===== config.mk =====
export PLATFORM = sky130hd
export DESIGN_NAME = mem_arbiter
export DESIGN_NICKNAME = d
export VERILOG_FILES = /design/src/rtl/mem_arbiter.sv
export SDC_FILE = /design/constraint.sdc
export NUM_CORES = 1
export LEC_CHECK = 0
export CAP_MARGIN = 30
export CELL_PAD_IN_SITES_DETAIL_PLACEMENT = 0
export CELL_PAD_IN_SITES_GLOBAL_PLACEMENT = 2
export CORE_ASPECT_RATIO = 1.2
export CORE_MARGIN = 2
export CORE_UTILIZATION = 25
export CTS_BUF_LIST = sky130_fd_sc_hd__clkbuf_8
export CTS_CLUSTER_DIAMETER = 150
export DETAILED_ROUTE_END_ITERATION = 10
export GPL_TIMING_DRIVEN = 0
export PLACE_DENSITY_LB_ADDON = 0.15
export SLEW_MARGIN = 10
export SYNTH_ARGS = -nofsm -noshare
export SYNTH_HDL_FRONTEND = slang
export SYNTH_SLANG_ARGS = --single-unit

===== constraint.sdc =====
create_clock -name clk -period 2.74 [get_ports clk]
set_input_delay 0.548 -clock clk [delete_from_list [all_inputs] [get_ports clk]]
set_output_delay 0.548 -clock clk [all_outputs]
set_load 0.01 [all_outputs]

===== src/rtl/mem_arbiter.sv =====
`default_nettype none
// ============================================================================
// Module      : mem_arbiter
// Description : Two-port arbiter in front of a single data memory. Requester 0
//               is the instruction-refill port, requester 1 the data-cache
//               port. Each accepted request runs an optional writeback phase
//               and/or a fetch phase, each LATENCY cycles long, and then
//               reports completion with a one-cycle done pulse.
// Ports       : clk, rst_n            clock, async active-low reset
//               req[1:0], op[3:0]     per-requester request / 2-bit opcode
//               addr, wb_addr, wb_data per-requester 32-bit words, packed
//               gnt, done             one-hot accept / completion pulses
//               rdata                 fetch result, held between fetches
//               mem_fetch, mem_A, mem_RD          memory read side
//               mem_writeback, mem_WB_addr, mem_WB_DATA  memory write side
// Revision    : 1.0 - initial release
// ============================================================================
module mem_arbiter #(
  parameter int DATA_WIDTH = 32,
  parameter int LATENCY    = 2
) (
  input  logic                      clk,
  input  logic                      rst_n,
  input  logic [1:0]                req,
  input  logic [3:0]                op,
  input  logic [2*DATA_WIDTH-1:0]   addr,
  input  logic [2*DATA_WIDTH-1:0]   wb_addr,
  input  logic [2*DATA_WIDTH-1:0]   wb_data,
  output logic [1:0]                gnt,
  output logic [1:0]                done,
  output logic [DATA_WIDTH-1:0]     rdata,
  output logic                      mem_fetch,
  output logic                      mem_writeback,
  output logic [DATA_WIDTH-1:0]     mem_A,
  output logic [DATA_WIDTH-1:0]     mem_WB_addr,
  output logic [DATA_WIDTH-1:0]     mem_WB_DATA,
  input  logic [DATA_WIDTH-1:0]     mem_RD
);

  localparam int       DW        = DATA_WIDTH;
  localparam logic [3:0] c_last  = 4'(LATENCY - 1);
  localparam logic [1:0] c_op_fetch = 2'b01;
  localparam logic [1:0] c_op_wb    = 2'b10;
  localparam logic [1:0] c_op_wbf   = 2'b11;

  typedef enum logic [1:0] {
    IDLE  = 2'd0,
    WB    = 2'd1,
    FETCH = 2'd2,
    DONE  = 2'd3
  } state_t;

  state_t          r_state;
  logic            r_rr;
  logic            r_idx;
  logic [1:0]      r_op;
  logic [DW-3:0]   r_addr;
  logic [DW-3:0]   r_wb_addr;
  logic [DW-1:0]   r_wb_data;
  logic [3:0]      r_cnt;

  logic            w_sel;
  logic            w_accept;
  logic [1:0]      w_win;
  logic [1:0]      w_served;
  logic [1:0]      w_op;
  logic [DW-3:0]   w_addr;
  logic [DW-3:0]   w_wb_addr;
  logic [DW-1:0]   w_wb_data;
  logic            w_unused;

  // Lone requester wins outright; on contention the round-robin pointer picks.
  assign w_sel     = (req == 2'b11) ? r_rr : req[1];
  assign w_accept  = (r_state == IDLE) && (req != 2'b00);
  assign w_win     = w_sel ? 2'b10 : 2'b01;
  assign w_served  = r_idx ? 2'b10 : 2'b01;

  assign w_op      = w_sel ? op[3:2] : op[1:0];
  assign w_addr    = w_sel ? addr[2*DW-1:DW+2]    : addr[DW-1:2];
  assign w_wb_addr = w_sel ? wb_addr[2*DW-1:DW+2] : wb_addr[DW-1:2];
  assign w_wb_data = w_sel ? wb_data[2*DW-1:DW]   : wb_data[DW-1:0];

  // Byte-offset bits are dropped: memory is always addressed word-aligned.
  assign w_unused  = ^{addr[DW+1:DW], addr[1:0], wb_addr[DW+1:DW], wb_addr[1:0]};

  // Accept pulse is combinational; gated by rst_n so it is silent in reset.
  assign gnt = (rst_n && w_accept) ? w_win : 2'b00;

  always_ff @(posedge clk or negedge rst_n) begin
    if (!rst_n) begin
      r_state       <= IDLE;
      r_rr          <= 1'b0;
      r_idx         <= 1'b0;
      r_op          <= 2'b00;
      r_addr        <= '0;
      r_wb_addr     <= '0;
      r_wb_data     <= '0;
      r_cnt         <= 4'd0;
      done          <= 2'b00;
      rdata         <= '0;
      mem_fetch     <= 1'b0;
      mem_writeback <= 1'b0;
      mem_A         <= '0;
      mem_WB_addr   <= '0;
      mem_WB_DATA   <= '0;
    end else begin
      case (r_state)
        IDLE: begin
          if (w_accept) begin
            r_idx     <= w_sel;
            r_op      <= w_op;
            r_addr    <= w_addr;
            r_wb_addr <= w_wb_addr;
            r_wb_data <= w_wb_data;
            r_cnt     <= 4'd0;
            case (w_op)
              c_op_fetch: begin
                r_state   <= FETCH;
                mem_fetch <= 1'b1;
                mem_A     <= {w_addr, 2'b00};
              end
              c_op_wb, c_op_wbf: begin
                r_state       <= WB;
                mem_WB_addr   <= {w_wb_addr, 2'b00};
                mem_WB_DATA   <= w_wb_data;
                // Single-cycle phase: the first WB cycle is also the last.
                mem_writeback <= (c_last == 4'd0);
              end
              default: begin
                r_state <= DONE;
                done    <= w_win;
                rdata   <= '0;
              end
            endcase
          end
        end

        WB: begin
          if (r_cnt == c_last) begin
            r_cnt         <= 4'd0;
            mem_writeback <= 1'b0;
            mem_WB_addr   <= '0;
            mem_WB_DATA   <= '0;
            if (r_op == c_op_wbf) begin
              r_state   <= FETCH;
              mem_fetch <= 1'b1;
              mem_A     <= {r_addr, 2'b00};
            end else begin
              r_state <= DONE;
              done    <= w_served;
            end
          end else begin
            r_cnt         <= r_cnt + 4'd1;
            // Registered strobe lands exactly on the final phase cycle.
            mem_writeback <= ((r_cnt + 4'd1) == c_last);
          end
        end

        FETCH: begin
          if (r_cnt == c_last) begin
            r_cnt     <= 4'd0;
            rdata     <= mem_RD;
            mem_fetch <= 1'b0;
            mem_A     <= '0;
            r_state   <= DONE;
            done      <= w_served;
          end else begin
            r_cnt <= r_cnt + 4'd1;
          end
        end

        DONE: begin
          done    <= 2'b00;
          r_rr    <= ~r_idx;
          r_state <= IDLE;
        end

        default: r_state <= IDLE;
      endcase
    end
  end

endmodule
`default_nettype wire


# Word level (Yosys, flattened, before mapping)
# Index checks and enable logic that the tools add are counted.
[op_classes] n_eq_ne=18 n_mux=49 n_reduce_logical=19 addsub=1 n_bitwise=1
[ops] operator="$mux 32" count=13
[ops] operator="$pmux 32 s2" count=3
[ops] operator="$pmux 32 s3" count=1
[ops] operator="$mux 30" count=2
[ops] operator="$mux 2" count=12
[ops] operator="$pmux 2 s4" count=2
[ops] operator="$eq 2x2->1 const B" count=6
[ops] operator="$ne 2x2->1 const B" count=6
[ops] operator="$mux 1" count=10
[ops] operator="$eq 4x1->1 const B" count=2
[ops] operator="$mux 4" count=2
[ops] operator="$pmux 4 s2" count=1
[ops] operator="$reduce_and 4->1" count=2
[ops] operator="$reduce_bool 2->1" count=4
[ops] operator="$reduce_and 3->1" count=2
[ops] operator="$reduce_and 6->1" count=1
[ops] operator="$reduce_and 5->1" count=1
[ops] operator="$add 4x1->4 const B" count=1
[ops] operator="$eq 2x1->1 const B" count=2
[ops] operator="$ne 2x1->1 const B" count=2
[ops] operator="$pmux 2 s2" count=1
[ops] operator="$reduce_and 2->1" count=2
[ops] operator="$reduce_or 2->1" count=2
[ops] operator="$pmux 1 s3" count=1
[ops] operator="6 further kinds" count=7
[word_totals] register_bits=172 word_cells=101

# Logic depth before layout (Yosys ltp)
# Gate-level depths: netlist of run 1.
[logic_depth] ltp_word=8 mapped_depth=9 ltp_nobuf=7

# Least setup slack after synthesis of run 1
# Ideal clock, no wire load.
[synth_timing] path_type="input-to-output" from="input req[1]" to="output gnt[0]" path_stages=5 t_required_ps=2192 path_buffers=3 t_arrival_ps=1559 slack_ps=633 cell_sequence="buf_2 -> nand2_1 -> buf_2 -> buf_2 -> and3_1"
[synth_via] elab_chain_cells=4 elab_cells_between_ends=7 classes_between="eq/ne (1); mux (3); reduce/logical (3)"
[synth_lines] element="start, declared" line="24" source="input logic [1:0] req,"
[synth_lines] element="$eq 2x2->1 / $reduce_bool 2->1 (equally long branches)" line="73, 74"
[synth_lines] element="$mux 1 / $logic_and 1x1->1 (equally long branches)" line="73, 74"
[synth_lines] element="$mux 2 / $logic_and 1x1->1 (equally long branches)" line="75, 87"
[synth_lines] element="$mux 2 *" line="87" source="assign gnt = (rst_n && w_accept) ? w_win : 2'b00;"
[synth_lines] element="end, declared" line="29" source="output logic [1:0] gnt,"
# Every way passes the cells marked *; elsewhere a longest branch is shown, timed or not.

# Worst setup path after layout of run 1
[layout_timing] from="register r_state[0]" to="output gnt[0]"
[layout_via] elab_chain_cells=4
[layout_lines] element="start, declared" line="53" source="state_t r_state;"
[layout_lines] element="start signal, assigned" line="91" source="r_state <= IDLE;"
[layout_lines] element="start signal, assigned" line="118" source="r_state <= FETCH;"
[layout_lines] element="start signal, assigned" line="123" source="r_state <= WB;"
[layout_lines] element="$logic_not 2->1" line="74" source="assign w_accept = (r_state == IDLE) && (req != 2'b00);"
[layout_lines] element="$logic_and 1x1->1" line="74"
[layout_lines] element="$logic_and 1x1->1" line="87"
[layout_lines] element="$mux 2" line="87"
# No other way between the ends.

==> results.json, run 1 <==
{
  "status": "complete, no violations",
  "synth_fa_ha_area_share_pct": 1.30,
  "top_level_ports": 366,
  "path_max_fanout": 8,
  "cts_buffers": 17,
  "clock.fmax_mhz": 395,
  "start_kind": "flip-flop",
  "drt_iter0_drc": 299,
  "layout-drive-gt1-share_pct": 9.83,
  "ys.warnings.count": 0,
  "p_clk_share_pct": 14.5,
  "vias_per_cell": 4.51,
  "synthArstFlopShare_pct": 100,
  "hp-class": "in -> async",
  "ys_types": 33,
  "syn-mean-instance-area_um2": 11.8,
  "ir_worst_vdd_mv": 0.432,
  "root_buffer": "clkbuf_8",
  "critPathRequiredTime_ns": 2.19,
  "setup_viol": 0,
  "clk_path_buf_depth": 2,
  "hold_violations": 0,
  "grt_pass1_wl_um": 39800,
  "fin_worst_skew_ns": 0.0156,
  "drt_wl_total_um": 26000,
  "grt_pass1_vias": 6767,
  "timing.rr.end": "mem_WB_addr[4]",
  "cp.arrival_ns": 1.99,
  "netlist_instances": 656,
  "path_clk_slew_ns": 0.09,
  "synth_compound_area_share_pct": 17.7,
  "die_h_um": 197,
  "r2r_setup_slack_ns": 0.31,
  "syn2layout_area_growth_pct": 59.4,
  "switching_power_w": 0.00462,
  "ys.flop_type": "dfrtp_1",
  "htree_levels": 4,
  "die_x_um": 164,
  "synthSimpleGateAreaFrac_pct": 5.23,
  "seqPwrFrac_pct": 33.7,
  "worstSetupEndpointType": "primary output",
  "gr-total-overflow": 0,
  "ys_ff_latch": 168,
  "n_antenna_cell": 0,
  "synth_top_family_by_area": "compound AO/OA/AOI/OAI gates",
  "fin_crit_sh_pct": 92.5,
  "top_layer": "met4",
  "tightestPinTransition_ns": 0.675,
  "combPwrFrac_pct": 51.8,
  "power_w": 0.0125,
  "multiInputGateArea_um2": 3230,
  "post-route-min-period_ns": 2.53,
  "synth-seq-area-share_pct": 54.4,
  "stdcell_count": 1444,
  "sw_frac_of_total_pct": 36.9,
  "cts.sink_count": 168,
  "grt_use_total_pct": 16.3,
  "cts_tree": "done",
  "synth.largest_area_cell": "dfrtp_1",
  "synth-edff-count": 0,
  "hpwl_um": 19200,
  "synth_mux_area_share_pct": 17.3,
  "p_per_area_nw_per_um2": 1020,
  "yosysMostFrequentCell": "dfrtp_1",
  "synth_top_cells_by_area": "dfrtp_1 54%, mux2i_1 12%, o2bb2ai_1 7.0%",
  "wirelength_met1_um": 11000,
  "r2r_cells": 10,
  "core-area_um2": 30500,
  "io_buffers": 352,
  "cellLeakagePower_nw": 5.41,
  "initial_utilization_pct": 25.3,
  "antenna_found_initial": 0,
  "wl_per_cell_um": 18.0,
  "max-cap-violations": 0,
  "drv_slew": 0,
  "ant_nets": 0,
  "worst-setup-path-type": "reg -> out",
  "drc_errors": 0,
  "rows": 70,
  "relSlewSlack_pct": 54.7,
  "timing.rr.start": "r_state[0]",
  "seqCellArea_um2": 4210,
  "met3WireLength_um": 1960,
  "gp_congestion": 0.715,
  "vias": 6507,
  "dr.pass1.iters": 5,
  "synth_top_cells_by_count": "168 x dfrtp_1, 95 x mux2i_1, 72 x nand2_1",
  "power.internal_w": 0.00788,
  "synth-xor-area-share_pct": 0,
  "wl_met2_um": 12700,
  "die-area_um2": 32300,
  "fillers": 3016,
  "numPlacedInstances": 1409,
  "grt_max_degree": 55,
  "nets": 1275,
  "yosys.area.top_type_share_pct": 54.4,
  "clkLatencyLatePin_ns": 0.46,
  "syn_area_um2": 7730
}
metrics by stage:
step | hold WS, ns | setup WS, ns | instance area, µm² | setup TNS, ns | util [%]
6_report | 0.0359 | 0.206 | 12300 | 0 | 40.4
2_1_floorplan | 0.252 | 0.633 | 7740 | 0 | -
3_5_place_dp | 0.466 | -1.11 | 11800 | -21.99 | 38.8
5_1_grt | 0.0132 | -0.000826 | 12300 | -0.000826 | 40.4
4_1_cts | 0.00862 | -0.0133 | 12300 | -0.0133 | 40.4
3_3_place_gp | 0.461 | -6.80 | 11800 | -1175.11 | 38.6
placed cells by master (no fill, tap or decap), drive strengths merged, types with 3 or more instances in the layout:
cell type / n
clkinvlp: 3
buf: 33
mux2: 34
a21oi: 14
a211oi: 3
clkbuf: 46
conb: 4
nor2b: 4
o21ai: 72
clkdlybuf4s50: 348
o2bb2ai: 62
nand2b: 4
dfrtp: 168
nor2: 7
ha: 8
nand2: 72
nand3: 4
clkinv: 5
inv: 10
mux2i: 95
a22o: 34
power groups by stage:
| stage | clock network [W] | logic (W) | registers (W) |
|---|---|---|---|
| 3_3_place_gp | 0 | 0.00656 | 0.00425 |
| 2_1_floorplan | 0 | 0.00308 | 0.00457 |
| 6_report | 0.00182 | 0.00647 | 0.00422 |
| 3_5_place_dp | 0 | 0.00660 | 0.00423 |
| 5_1_grt | 0.00201 | 0.00713 | 0.00437 |
| 4_1_cts | 0.00191 | 0.00663 | 0.00422 |
worst max-delay path by stage:
stage,start,end,slack (ns),cells after the start
final,r_state[0],gnt[0],0.21,7
after global routing,r_state[1],gnt[0],-0.0008,7
after CTS,r_state[0],gnt[1],-0.01,7
after detailed placement,req[0],gnt[0],-1.11,7
after global placement,rst_n,mem_WB_DATA[24],-6.80,1
after floorplan,req[1],gnt[0],0.63,5
critical path, cell delays in order (launching register included):
cell             delay (ns)
dfrtp_2                0.45
inv_1                  0.09
ha_1                   0.14
buf_4                  0.18
clkinvlp_4             0.11
nor2_2                 0.12
and3_1                 0.16
clkdlybuf4s18_2        0.27
per-layer routing:
metal  global-route usage (%)  up-vias
met5                        0        -
met4                     3.83        0
met3                     5.41       10
met2                     27.5      226
met1                     20.1     3128
li1                         -     3143
state kept, by name, indices dropped and copies added, names as in the netlist:
signal and cells:
done 2, mem_A 30, mem_WB_DATA 32, mem_WB_addr 30, mem_fetch 1, mem_writeback 1
r_addr 30, r_cnt 4, r_idx 1, r_op 2, r_rr 1, r_state 2
rdata 32
layout make-up:
class	instances	area share, %
inverter	9	0.305
clock buffer	22	2.46
tap	396	4.02
clock inverter	10	0.782
multi-input combinational	430	26.2
sequential	168	34.2
buffer	51	2.35
timing repair buffer	358	29.7
what timing repair did:
| action | 4_1_cts | 5_1_grt |
|---|---|---|
| cloned | 1 | 0 |
| endpoints found under the hold margin | 47 | 0 |
| buffers inserted | 0 | 1 |
| hold buffers | 2 | 0 |
| resized for setup | 12 | 6 |
| setup endpoints to repair | 22 | 2 |
cells by family after synthesis:
logic type,Yosys count
simple gates,96
flops,168
buf+inv,61
fa+ha+maj,8
mux,129
other cells,1
compound gates,193
Power figures use the tool's default switching activity.
==> inputs of run 2 (changes only) <==
--- a/config.mk
+++ b/config.mk
@@ -12,7 +12,6 @@
 export CORE_MARGIN = 2
 export CORE_UTILIZATION = 25
 export CTS_BUF_LIST = sky130_fd_sc_hd__clkbuf_8
-export CTS_CLUSTER_DIAMETER = 150
 export DETAILED_ROUTE_END_ITERATION = 10
 export GPL_TIMING_DRIVEN = 0
 export PLACE_DENSITY_LB_ADDON = 0.15
==> results of run 2 <==
The final DEF is identical to that of run 1; final timing and power are the same.
